## config.mk

```make
export PLATFORM = sky130hd
export DESIGN_NAME = uart_tx_serializer
export DESIGN_NICKNAME = d
export VERILOG_FILES = /design/src/rtl/uart_tx_serializer.sv
export SDC_FILE = /design/constraint.sdc
export NUM_CORES = 1
export LEC_CHECK = 0
export ABC_AREA = 1
export BUFFER_PORTS_ARGS = -buffer_cell sky130_fd_sc_hd__clkbuf_2
export CAP_MARGIN = 10
export CORE_MARGIN = 1
export CORE_UTILIZATION = 35
export CTS_CLUSTER_DIAMETER = 120
export CTS_CLUSTER_SIZE = 16
export DETAILED_ROUTE_END_ITERATION = 12
export SKIP_LAST_GASP = 1
export SLEW_MARGIN = 0
export SYNTH_ARGS = -nofsm -noshare
export SYNTH_HDL_FRONTEND = slang
export SYNTH_SLANG_ARGS = --single-unit
```

## constraint.sdc

```tcl
create_clock -name clk_in -period 4.81 [get_ports clk_in]
set_clock_uncertainty 0.15 [all_clocks]
set_input_delay 0.2405 -clock clk_in [delete_from_list [all_inputs] [get_ports clk_in]]
set_output_delay 0.2405 -clock clk_in [all_outputs]
set_load 0.005 [all_outputs]
```

## src/rtl/uart_tx_serializer.sv

```systemverilog
`timescale 1ns/1ps
// -----------------------------------------------------------------------------
// uart_tx_serializer
//
// Serial UART transmitter. Takes the divided baud clock from the clock divider
// as an asynchronous level, edge-detects it in the clk_in domain and shifts a
// parallel word out LSB first as: start(0), DATA_BITS data, optional parity,
// STOP_BITS stop bits (1).
//
// Parameters:
//   DATA_BITS  payload width, 5..9
//   PARITY_EN  1 appends a parity bit after the data bits
//   PARITY_ODD 0 = even parity, 1 = odd parity (only used when PARITY_EN=1)
//   STOP_BITS  1 or 2
//
// Ports:
//   clk_in     system clock, all state updates on its rising edge
//   reset      asynchronous active-high reset, clears all state
//   baud_clk   divided baud clock; each rising edge starts a new bit period
//   tx_data    word to send, sampled only when a request is accepted
//   tx_start   send request
//   tx_busy    high from the cycle after acceptance until the frame completes
//   tx_done    one-cycle pulse in the first idle cycle after a frame
//   tx         registered serial line, idles high
//   dbg_state  current FSM state (0 = idle, 1 = arm, 2 = start, 3 = data,
//              4 = parity, 5 = stop)
//
// Handshake: a request is accepted on the clk_in edge where tx_start=1 and
// tx_busy=0. tx_busy is low in the tx_done cycle, so a request held in that
// cycle is accepted and frames can run back to back. Requests while
// tx_busy=1 are dropped and never queued.
// -----------------------------------------------------------------------------
module uart_tx_serializer #(
    parameter int DATA_BITS  = 8,
    parameter int PARITY_EN  = 0,
    parameter int PARITY_ODD = 0,
    parameter int STOP_BITS  = 1
) (
    input  logic                 clk_in,
    input  logic                 reset,
    input  logic                 baud_clk,
    input  logic [DATA_BITS-1:0] tx_data,
    input  logic                 tx_start,
    output logic                 tx_busy,
    output logic                 tx_done,
    output logic                 tx,
    output logic [2:0]           dbg_state
);

    typedef enum logic [2:0] {
        S_IDLE   = 3'd0,
        S_ARM    = 3'd1,
        S_START  = 3'd2,
        S_DATA   = 3'd3,
        S_PARITY = 3'd4,
        S_STOP   = 3'd5
    } state_t;

    localparam int              CNT_W    = $clog2(DATA_BITS);
    localparam logic [CNT_W-1:0] LAST_BIT = CNT_W'(DATA_BITS - 1);
    localparam logic            ODD_BIT  = (PARITY_ODD != 0);

    state_t                 state_q, state_d;
    logic [2:0]             sync_q, sync_d;
    logic [DATA_BITS-1:0]   shift_q, shift_d;
    logic [CNT_W-1:0]       bit_cnt_q, bit_cnt_d;
    logic                   stop_cnt_q, stop_cnt_d;
    logic                   parity_q, parity_d;
    logic                   tx_q, tx_d;
    logic                   busy_q, busy_d;
    logic                   done_q, done_d;
    logic                   tick;

    // sync_q[0], sync_q[1] form the two-flop synchronizer; sync_q[2] is the
    // delayed copy used for rising-edge detection.
    assign tick = sync_q[1] & ~sync_q[2];

    always_comb begin
        state_d    = state_q;
        sync_d     = {sync_q[1:0], baud_clk};
        shift_d    = shift_q;
        bit_cnt_d  = bit_cnt_q;
        stop_cnt_d = stop_cnt_q;
        parity_d   = parity_q;
        tx_d       = tx_q;
        done_d     = 1'b0;

        case (state_q)
            S_IDLE: begin
                tx_d = 1'b1;
                // A tick landing in the acceptance cycle is deliberately
                // ignored: ARM waits for the next one so the start bit is a
                // full period.
                if (tx_start) begin
                    shift_d   = tx_data;
                    parity_d  = (^tx_data) ^ ODD_BIT;
                    bit_cnt_d = '0;
                    state_d   = S_ARM;
                end
            end
            S_ARM: begin
                if (tick) begin
                    state_d = S_START;
                    tx_d    = 1'b0;
                end
            end
            S_START: begin
                if (tick) begin
                    state_d   = S_DATA;
                    tx_d      = shift_q[0];
                    shift_d   = shift_q >> 1;
                    bit_cnt_d = '0;
                end
            end
            S_DATA: begin
                if (tick) begin
                    if (bit_cnt_q == LAST_BIT) begin
                        if (PARITY_EN != 0) begin
                            state_d = S_PARITY;
                            tx_d    = parity_q;
                        end else begin
                            state_d    = S_STOP;
                            tx_d       = 1'b1;
                            stop_cnt_d = 1'b0;
                        end
                    end else begin
                        // shift_q[0] already holds the next bit to send.
                        bit_cnt_d = bit_cnt_q + CNT_W'(1);
                        tx_d      = shift_q[0];
                        shift_d   = shift_q >> 1;
                    end
                end
            end
            S_PARITY: begin
                if (tick) begin
                    state_d    = S_STOP;
                    tx_d       = 1'b1;
                    stop_cnt_d = 1'b0;
                end
            end
            S_STOP: begin
                if (tick) begin
                    if ((STOP_BITS == 2) && !stop_cnt_q) begin
                        stop_cnt_d = 1'b1;
                    end else begin
                        state_d = S_IDLE;
                        done_d  = 1'b1;
                    end
                end
            end
            default: begin
                state_d = S_IDLE;
                tx_d    = 1'b1;
            end
        endcase

        busy_d = (state_d != S_IDLE);
    end

    always_ff @(posedge clk_in or posedge reset) begin
        if (reset) begin
            state_q    <= S_IDLE;
            sync_q     <= '0;
            shift_q    <= '0;
            bit_cnt_q  <= '0;
            stop_cnt_q <= 1'b0;
            parity_q   <= 1'b0;
            tx_q       <= 1'b1;
            busy_q     <= 1'b0;
            done_q     <= 1'b0;
        end else begin
            state_q    <= state_d;
            sync_q     <= sync_d;
            shift_q    <= shift_d;
            bit_cnt_q  <= bit_cnt_d;
            stop_cnt_q <= stop_cnt_d;
            parity_q   <= parity_d;
            tx_q       <= tx_d;
            busy_q     <= busy_d;
            done_q     <= done_d;
        end
    end

    assign tx        = tx_q;
    assign tx_busy   = busy_q;
    assign tx_done   = done_q;
    assign dbg_state = state_q;

endmodule

```

==> results of run 1 <==
-- Yosys cell counts (2+ instances only) --
library cell	number	area, sq um
nor2_4	2	22.5
buf_6	2	22.5
nor2_1	11	41.3
nand2_1	61	229
ha_1	2	25.0
nand3_1	18	90.1
nand2_4	2	22.5
dfrtp_1	19	475
o21ai_0	2	10.0
inv_1	12	45.0
-- cells in the final DEF, fill, tap and decap left out, drive strengths merged --
master,instances
o21ai,4
inv,14
dfrtp,19
clkbuf,21
nor2,13
nand2,64
nand3,18
ha,2
dfstp,1
a21oi,1
dlygate4sd3,2
-- metrics by stage --
stage,cells,utilization (%)
floorplan,140,-
global placement,184,41.0
detailed placement,184,41.0
CTS,190,43.0
finish,190,43.0
global route,190,43.0
-- flip-flops by register name, summed over array words and instances (netlist names) --
signal and cells:
bit_cnt_q 3, dbg_state 3, tx_done 1, shift_q 8, sync_q 3, tx_busy 1
tx 1
-- worst max path at each step --
stage | start | endpoint | slack, ns | cells after the start
3_3_place_gp | bit_cnt_q[0] | shift_q[7] | 3.00 | 8
5_1_grt | bit_cnt_q[0] | shift_q[1] | 2.79 | 8
4_1_cts | bit_cnt_q[0] | bit_cnt_q[1] | 2.94 | 8
2_1_floorplan | bit_cnt_q[0] | bit_cnt_q[0] | 3.22 | 9
3_5_place_dp | bit_cnt_q[0] | bit_cnt_q[1] | 2.96 | 8
6_report | bit_cnt_q[0] | bit_cnt_q[1] | 2.93 | 8
-- per-layer routing --
| layer | up-vias | global-route usage (%) |
|---|---|---|
| met5 | - | 0 |
| met4 | 0 | 4.88 |
| met3 | 5 | 4.76 |
| met2 | 18 | 23.2 |
| met1 | 415 | 19.1 |
| li1 | 471 | - |
-- layout make-up --
class	instances	share of cell area, %
flip-flops and latches	20	41.6
repair buffers	19	8.71
well taps	31	3.22
multi-input cells	102	38.9
inverters	14	4.56
clock buffers	4	3.01
-- power groups by stage --
stage / sequential, W / clock [W] / combinational (W)
floorplan: 0.000243 / 0 / 0.000188
CTS: 0.000257 / 0.000102 / 0.000212
finish: 0.000258 / 0.0000981 / 0.000209
global placement: 0.000259 / 0 / 0.000207
detailed placement: 0.000260 / 0 / 0.000210
global route: 0.000265 / 0.000111 / 0.000246
-- worst min-delay path, stage by stage --
cell      delay [ns]
clkbuf_2        0.08
inv_1           0.04
nor2_1          0.04
nand3_1         0.07
nand2_1         0.05
-- cells by family (layout without fill, tap and decap cells) --
kind of cell	Yosys count	in the layout	share of synthesized area, %
AND/OR/NAND/NOR	95	95	38.8
flip-flops	20	20	47.3
AO/OA/AOI/OAI	5	5	3.07
adder cells (fa/ha/maj)	2	2	2.36
buffers and inverters	18	37	8.49
==> impl_metrics.env, run 1 <==
export IMPL_grt_pass1_vias=844
export IMPL_p_seq_share_pct=45.6
export IMPL_portBuffers=17
export IMPL_hold_path_cell_count=5
export IMPL_grt_max_degree=21
export IMPL_met3WireLength_um=99
export IMPL_finalPower_w=0.000565
export IMPL_nFillCells=303
export IMPL_post_cts_buffers=0
export IMPL_p_switching_w=0.000228
export IMPL_syn_instance_count=140
export IMPL_cp_max_fo=12
export IMPL_power_density_nw_per_um2=468
export IMPL_die_width_um=57.1
export IMPL_ys_flop_type="dfrtp_1"
export IMPL_ir_worst_vdd_v=0.000205
export IMPL_cts_buffer_depth=2
export IMPL_multiInputGateArea_sq_um=469
export IMPL_diodes=0
export IMPL_overflow=0
export IMPL_cp_slowest_cell="dfrtp_1"
export IMPL_insertion_delay_ns=0.30
export IMPL_crit_required_ns=4.87
export IMPL_holdPathEnd="shift_q[7]"
export IMPL_path_cells="ha_1 > ha_1 > nand2_1 > nand2_4 > nor2_4 > nand2_2 > nand2_1 > nand2_1"
export IMPL_pre_cts_ws_ns=2.96
export IMPL_finalHoldViolCount=0
export IMPL_cts_tree="done"
export IMPL_clk_pin_slew_ns=0.11
export IMPL_max_cap_violations=0
export IMPL_die_y_um=57.1
export IMPL_ioPinCount=18
export IMPL_vias_per_cell=4.78
export IMPL_drive_gt1_share_pct=19.5
export IMPL_syn_nets=154
export IMPL_clkSinkCount=20
export IMPL_vias=909
export IMPL_fin_crit_ns=1.88
export IMPL_core_area_sq_um=2810
export IMPL_switching_share_pct=40.3
export IMPL_relSlewSlack_pct=51.8
export IMPL_synth_edf_count=0
export IMPL_r2r_cells=8
export IMPL_ys_types=19
export IMPL_drt_iter0_drc=18
export IMPL_design_area_sq_um=1210
export IMPL_status="complete, no violations"
export IMPL_end_kind="flip-flop"
export IMPL_setup_tns_ns=0
export IMPL_r2r_end="bit_cnt_q[1]"
export IMPL_antenna_found_initial=0
export IMPL_rsz0062_at_grt="false"
export IMPL_dieArea_sq_um=3260
export IMPL_cp_common_cell="nand2_1"
export IMPL_clock_power_share_pct=17.4
export IMPL_ant_nets=0
export IMPL_setup_ws_ns=2.93
export IMPL_slew_viol_final=0
export IMPL_avgRoutedWirePerCell_um=10.6
export IMPL_dp_hpwl_mm=1.46
export IMPL_area_delta_synth_final_pct=13.7
export IMPL_cts_resized=0
export IMPL_rr_startpoint="bit_cnt_q[0]"
export IMPL_cp_slowest_stage_delay_ns=0.42
export IMPL_synth_warnings=0
export IMPL_hold_path_startpoint="tx_data[7]"
export IMPL_min_path_type="in2reg"
export IMPL_r2r_slack_ns=2.93
export IMPL_synth_ff_latch_count=20
export IMPL_drt_wl_total_mm=2.01
export IMPL_crit_family="simple AND/OR/NAND/NOR gates"
export IMPL_initial_core_util_pct=37.8
export IMPL_cts_max_level=1
export IMPL_avgSynthCellArea_sq_um=7.58
export IMPL_met2_length_um=929
export IMPL_yosysSeqAreaShare_pct=47.3
export IMPL_power_leakage_nw=0.708
export IMPL_regArea_sq_um=502
export IMPL_ctsHoldBuffers=2
export IMPL_firstDrtPassIters=4
export IMPL_grt_usage_pct=14.7
export IMPL_gp_congestion=0.856
export IMPL_wl_met1_um=944
export IMPL_max_freq_mhz=532
export IMPL_rows=19
export IMPL_setup_violations=0
export IMPL_drcViolationCount=0
export IMPL_timing_hold_ws_ns=0.0881
export IMPL_cts_buffers=3
export IMPL_worstMarginPinSlew_ns=0.722
export IMPL_fin_nets=174
export IMPL_p_int_w=0.000338
export IMPL_grt_pass1_wl_mm=3.65
export IMPL_post_dp_cell_area_sq_um=1150
export IMPL_period_share_pct=39.0
export IMPL_topRoutingLayerUsed="met4"
export IMPL_critical_path_arrival_ns=1.94
export IMPL_cts_root_buffer="clkbuf_4"
export IMPL_synthArstFlopShare_pct=100
export IMPL_pwr_share_comb_pct=37.0
export IMPL_worstSetupPathType="reg2reg"
export IMPL_netlist_area_sq_um=1060
export IMPL_critPathLaunchType="flip-flop"
export IMPL_path_buf_inv=0
No activity file was read; power rests on OpenSTA's default activity.
==> run 2: changes to the inputs <==
==> constraint.sdc (replaced) <==
create_clock -name clk_in -period 1.9 [get_ports clk_in]
set_clock_uncertainty 0.15 [all_clocks]
set_input_delay 0.095 -clock clk_in [delete_from_list [all_inputs] [get_ports clk_in]]
set_output_delay 0.095 -clock clk_in [all_outputs]
set_load 0.005 [all_outputs]
==> impl_metrics.env, run 2 (same netlist as run 1, synthesis figures left out) <==
export IMPL_overflow=0
export IMPL_r2r_cells=8
export IMPL_cp_slowest_stage_delay_ns=0.41
export IMPL_cp_common_cell="nand2_1"
export IMPL_cts_resized=0
export IMPL_design_area_sq_um=1290
export IMPL_worstSetupPathType="reg2reg"
export IMPL_crit_family="simple AND/OR/NAND/NOR gates"
export IMPL_max_freq_mhz=583
export IMPL_setup_tns_ns=0
export IMPL_power_density_nw_per_um2=1100
export IMPL_ant_nets=0
export IMPL_end_kind="flip-flop"
export IMPL_ctsHoldBuffers=11
export IMPL_r2r_slack_ns=0.18
export IMPL_firstDrtPassIters=4
export IMPL_dp_hpwl_mm=1.49
export IMPL_worstMarginPinSlew_ns=0.754
export IMPL_portBuffers=17
export IMPL_grt_usage_pct=14.4
export IMPL_cts_root_buffer="clkbuf_4"
export IMPL_largest_register="shift_q"
export IMPL_gp_congestion=0.852
export IMPL_finalHoldViolCount=0
export IMPL_die_y_um=57.1
export IMPL_cts_tree="done"
export IMPL_drt_iter0_drc=32
export IMPL_ir_worst_vdd_v=0.000560
export IMPL_cp_slowest_cell="dfrtp_1"
export IMPL_power_leakage_nw=0.745
export IMPL_insertion_delay_ns=0.30
export IMPL_dieArea_sq_um=3260
export IMPL_cts_max_level=1
export IMPL_layout_commonest_cell="nand2_1"
export IMPL_setup_violations=0
export IMPL_grt_max_degree=21
export IMPL_slew_viol_final=0
export IMPL_die_width_um=57.1
export IMPL_clk_pin_slew_ns=0.11
export IMPL_worst_path_stages=8
export IMPL_final_cell_mix="nand2_1, dfrtp_1, nand3_1"
export IMPL_path_cells="ha_1 > ha_1 > nand2_1 > nand2_4 > nor2_4 > nand2_2 > nand2_1 > nand2_1"
export IMPL_core_area_sq_um=2810
export IMPL_initial_core_util_pct=37.8
export IMPL_fin_nets=184
export IMPL_cp_max_fo=11
export IMPL_drt_wl_total_mm=2.10
export IMPL_hold_path_cell_count=0
export IMPL_stdcell_count=200
export IMPL_crit_required_ns=1.95
export IMPL_grt_pass1_wl_mm=3.58
export IMPL_place_inst=185
export IMPL_fin_util_pct=46.1
export IMPL_vias=950
export IMPL_rsz0062_at_grt="false"
export IMPL_path_buf_inv=0
export IMPL_grt_pass1_vias=813
export IMPL_antenna_found_initial=0
export IMPL_critPathLaunchType="flip-flop"
export IMPL_rows=19
export IMPL_drive_gt1_share_pct=18.3
export IMPL_clkSinkCount=20
export IMPL_vias_per_cell=4.75
export IMPL_ioPinCount=18
export IMPL_drcViolationCount=0
export IMPL_largest_reg_flops=8
export IMPL_relSlewSlack_pct=49.7
export IMPL_fin_crit_ns=1.72
export IMPL_status="complete, no violations"
export IMPL_min_path_type="reg2reg"
export IMPL_avgRoutedWirePerCell_um=10.5
export IMPL_post_cts_buffers=0
export IMPL_post_dp_cell_area_sq_um=1160
export IMPL_diodes=0
export IMPL_max_cap_violations=0
export IMPL_period_share_pct=90.3
export IMPL_cts_buffers=3
export IMPL_area_delta_synth_final_pct=21.9
export IMPL_cts_buffer_depth=2
export IMPL_critical_path_arrival_ns=1.77
-- run 2: changes by cell type in the layout (fill, tap and decap cells not counted), sizes merged --
cell	delta
dlygate4sd3	+9
buf	+1
-- run 2: power by group --
part | switching, W | internal [W]
logic | 0.000346 | 0.000218
clock network | 0.000133 | 0.0000819
registers | 0.000106 | 0.000542
-- run 2: metal layers --
layer	vias to the layer above	wire [um]	share of wire [%]	global-route usage, %
met4	0	41	1.9	6.27
met3	4	88	4.2	2.04
met2	20	978	47	23.5
met1	435	995	47	19.2
li1	491	-	-	-
met5	-	0	0	0
-- run 2: layout make-up --
class	count	area, sq um
Tap cell	31	38.8
Multi-Input combinational cell	102	469
Inverter	14	55.1
Timing Repair Buffer	29	203
Sequential cell	20	502
Clock buffer	4	26.3
Fill cell	291	1510
-- run 2: path summary, 6_finish.rpt --
check                                   from          to
max in group asynchronous              reset  shift_q[6]
min in group asynchronous              reset   sync_q[0]
worst max register to register  bit_cnt_q[0]  shift_q[5]
worst max-delay path            bit_cnt_q[0]  shift_q[5]
worst min register to register     sync_q[0]   sync_q[1]
worst min-delay path               sync_q[0]   sync_q[1]
-- run 2: stage by stage --
step	power (W)	hold WS, ns	setup slack [ns]
6_report	0.00143	0.212	0.184
4_1_cts	0.00144	0.214	0.180
2_1_floorplan	0.00109	-0.0919	0.312
5_1_grt	0.00155	0.236	0.0605
3_3_place_gp	0.00119	0.0527	0.256
3_5_place_dp	0.00121	0.0560	0.189
==> run 3: changes to the inputs <==
--- a/config.mk
+++ b/config.mk
@@ -13,8 +13,9 @@
 export CTS_CLUSTER_DIAMETER = 120
 export CTS_CLUSTER_SIZE = 16
 export DETAILED_ROUTE_END_ITERATION = 12
+export PLACE_DENSITY = 0.52
 export SKIP_LAST_GASP = 1
-export SLEW_MARGIN = 0
+export SLEW_MARGIN = 20
 export SYNTH_ARGS = -nofsm -noshare
 export SYNTH_HDL_FRONTEND = slang
 export SYNTH_SLANG_ARGS = --single-unit
==> impl_metrics.env, run 3 (same netlist as run 1, synthesis figures left out) <==
export IMPL_stdcell_count=201
export IMPL_dp_hpwl_mm=1.53
export IMPL_grt_pass1_wl_mm=3.64
export IMPL_cts_resized=0
export IMPL_setup_tns_ns=0
export IMPL_timing_hold_ws_ns=0.0291
export IMPL_max_freq_mhz=596
export IMPL_switching_share_pct=40.6
export IMPL_finalPower_w=0.00143
export IMPL_drt_iter0_drc=39
export IMPL_nFillCells=299
export IMPL_p_int_w=0.000850
export IMPL_violations="DRC"
export IMPL_diodes=0
export IMPL_grt_pass1_vias=838
export IMPL_drt_wl_total_mm=2.11
export IMPL_power_density_nw_per_um2=1100
export IMPL_path_cells="ha_1 > ha_1 > nand2_1 > nand2_4 > nor2_4 > nand2_2 > nand2_1 > nand2_1"
export IMPL_vias=911
export IMPL_r2r_slack_ns=0.22
export IMPL_end_kind="flip-flop"
export IMPL_core_area_sq_um=2810
export IMPL_worstMarginPinSlew_ns=0.766
export IMPL_path_buf_inv=0
export IMPL_portBuffers=17
export IMPL_grt_usage_pct=14.2
export IMPL_firstDrtPassIters=8
export IMPL_clkSinkCount=20
export IMPL_ant_nets=0
export IMPL_initial_core_util_pct=37.8
export IMPL_rows=19
export IMPL_cp_slowest_stage_delay_ns=0.41
export IMPL_ioPinCount=18
export IMPL_crit_required_ns=1.95
export IMPL_avgRoutedWirePerCell_um=10.5
export IMPL_die_y_um=57.1
export IMPL_overflow=0
export IMPL_ir_worst_vdd_v=0.000427
export IMPL_slew_viol_final=0
export IMPL_grt_max_degree=21
export IMPL_place_inst=187
export IMPL_cts_root_buffer="clkbuf_4"
export IMPL_rsz0062_at_grt="false"
export IMPL_critPathLaunchType="flip-flop"
export IMPL_finalHoldViolCount=0
export IMPL_period_share_pct=88.3
export IMPL_largest_reg_flops=8
export IMPL_crit_family="simple AND/OR/NAND/NOR gates"
export IMPL_status="finished with violations"
export IMPL_cts_buffer_depth=2
export IMPL_cp_max_fo=11
export IMPL_power_leakage_nw=0.750
export IMPL_layout_commonest_cell="nand2_1"
export IMPL_clk_pin_slew_ns=0.12
export IMPL_p_switching_w=0.000582
export IMPL_cts_tree="done"
export IMPL_p_seq_share_pct=45.2
export IMPL_largest_register="shift_q"
export IMPL_dieArea_sq_um=3260
export IMPL_cp_common_cell="nand2_1"
export IMPL_cts_max_level=1
export IMPL_drive_gt1_share_pct=19.4
export IMPL_critical_path_arrival_ns=1.72
export IMPL_cp_slowest_cell="dfrtp_1"
export IMPL_pwr_share_comb_pct=40.0
export IMPL_fin_nets=185
export IMPL_antenna_found_initial=0
export IMPL_area_delta_synth_final_pct=22.4
export IMPL_min_path_type="in2reg"
export IMPL_fin_crit_ns=1.68
export IMPL_relSlewSlack_pct=48.9
export IMPL_final_cell_mix="nand2_1, dfrtp_1, nand3_1"
export IMPL_vias_per_cell=4.53
export IMPL_drcViolationCount=4
export IMPL_gp_congestion=0.795
export IMPL_max_cap_violations=0
export IMPL_cts_buffers=3
export IMPL_die_width_um=57.1
export IMPL_worstSetupPathType="reg2reg"
export IMPL_setup_violations=0
export IMPL_clock_power_share_pct=14.8
export IMPL_insertion_delay_ns=0.30
==> run 3: cell types whose count changed in the layout (fill, tap and decap cells not counted) <==
cell           before  now
buf_4               1    3
dlygate4sd3_1      11   10
==> run 3: path summary, 6_finish.rpt <==
path | end | startpoint | cells past startpoint
max | shift_q[2] | bit_cnt_q[0] | 8
min | dbg_state[0] | tx_start | 5
max reg2reg | shift_q[2] | bit_cnt_q[0] | 8
min reg2reg | sync_q[1] | sync_q[0] | 0
max in group asynchronous | shift_q[1] | reset | 3
min in group asynchronous | tx_busy | reset | 3
==> run 3: metal layers <==
metal | up-vias | wire, um | global-route usage, % | share of wire (%)
li1 | 493 | - | - | -
met1 | 406 | 1120 | 21.0 | 53
met2 | 10 | 918 | 21.3 | 43
met3 | 2 | 57 | 2.27 | 2.7
met4 | 0 | 19 | 4.53 | 0.90
met5 | - | 0 | 0 | 0
==> run 3: repair_timing <==
item / in CTS / in global routing
buffers inserted: 0 / 0
hold buffers: 10 / 0
endpoints found under the hold margin: 28 / 0
==> run 3: stage by stage <==
step / utilization [%] / setup slack [ns] / cell area (sq um)
floorplan: - / 0.312 / 1060
global placement: 41.8 / 0.270 / 1170
detailed placement: 41.8 / 0.230 / 1170
CTS: 46.3 / 0.205 / 1300
global route: 46.3 / 0.0748 / 1300
finish: 46.3 / 0.223 / 1300
==> run 3: area by class of cell <==
cell class,instances,area (sq um),share of cell area [%]
clock buffers,4,26.3,2.02
inverters,14,55.1,4.24
multi-input cells,102,469,36.1
flip-flops and latches,20,502,38.6
well taps,31,38.8,2.99
repair buffers,30,208,16.0
==> run 3: worst reg2reg max path: stages (launching register included) <==
cell and delay (ns):
dfrtp_1 0.41, ha_1 0.20, ha_1 0.17, nand2_1 0.14, nand2_4 0.07, nor2_4 0.12, nand2_2 0.16, nand2_1 0.10
nand2_1 0.05
==> run 3: power groups by stage <==
| stage | registers, W | logic [W] | clock network (W) |
|---|---|---|---|
| after global routing | 0.000667 | 0.000659 | 0.000237 |
| final | 0.000648 | 0.000573 | 0.000212 |
| after floorplan | 0.000615 | 0.000476 | 0 |
| after CTS | 0.000647 | 0.000584 | 0.000222 |
| after global placement | 0.000656 | 0.000555 | 0 |
| after detailed placement | 0.000656 | 0.000564 | 0 |
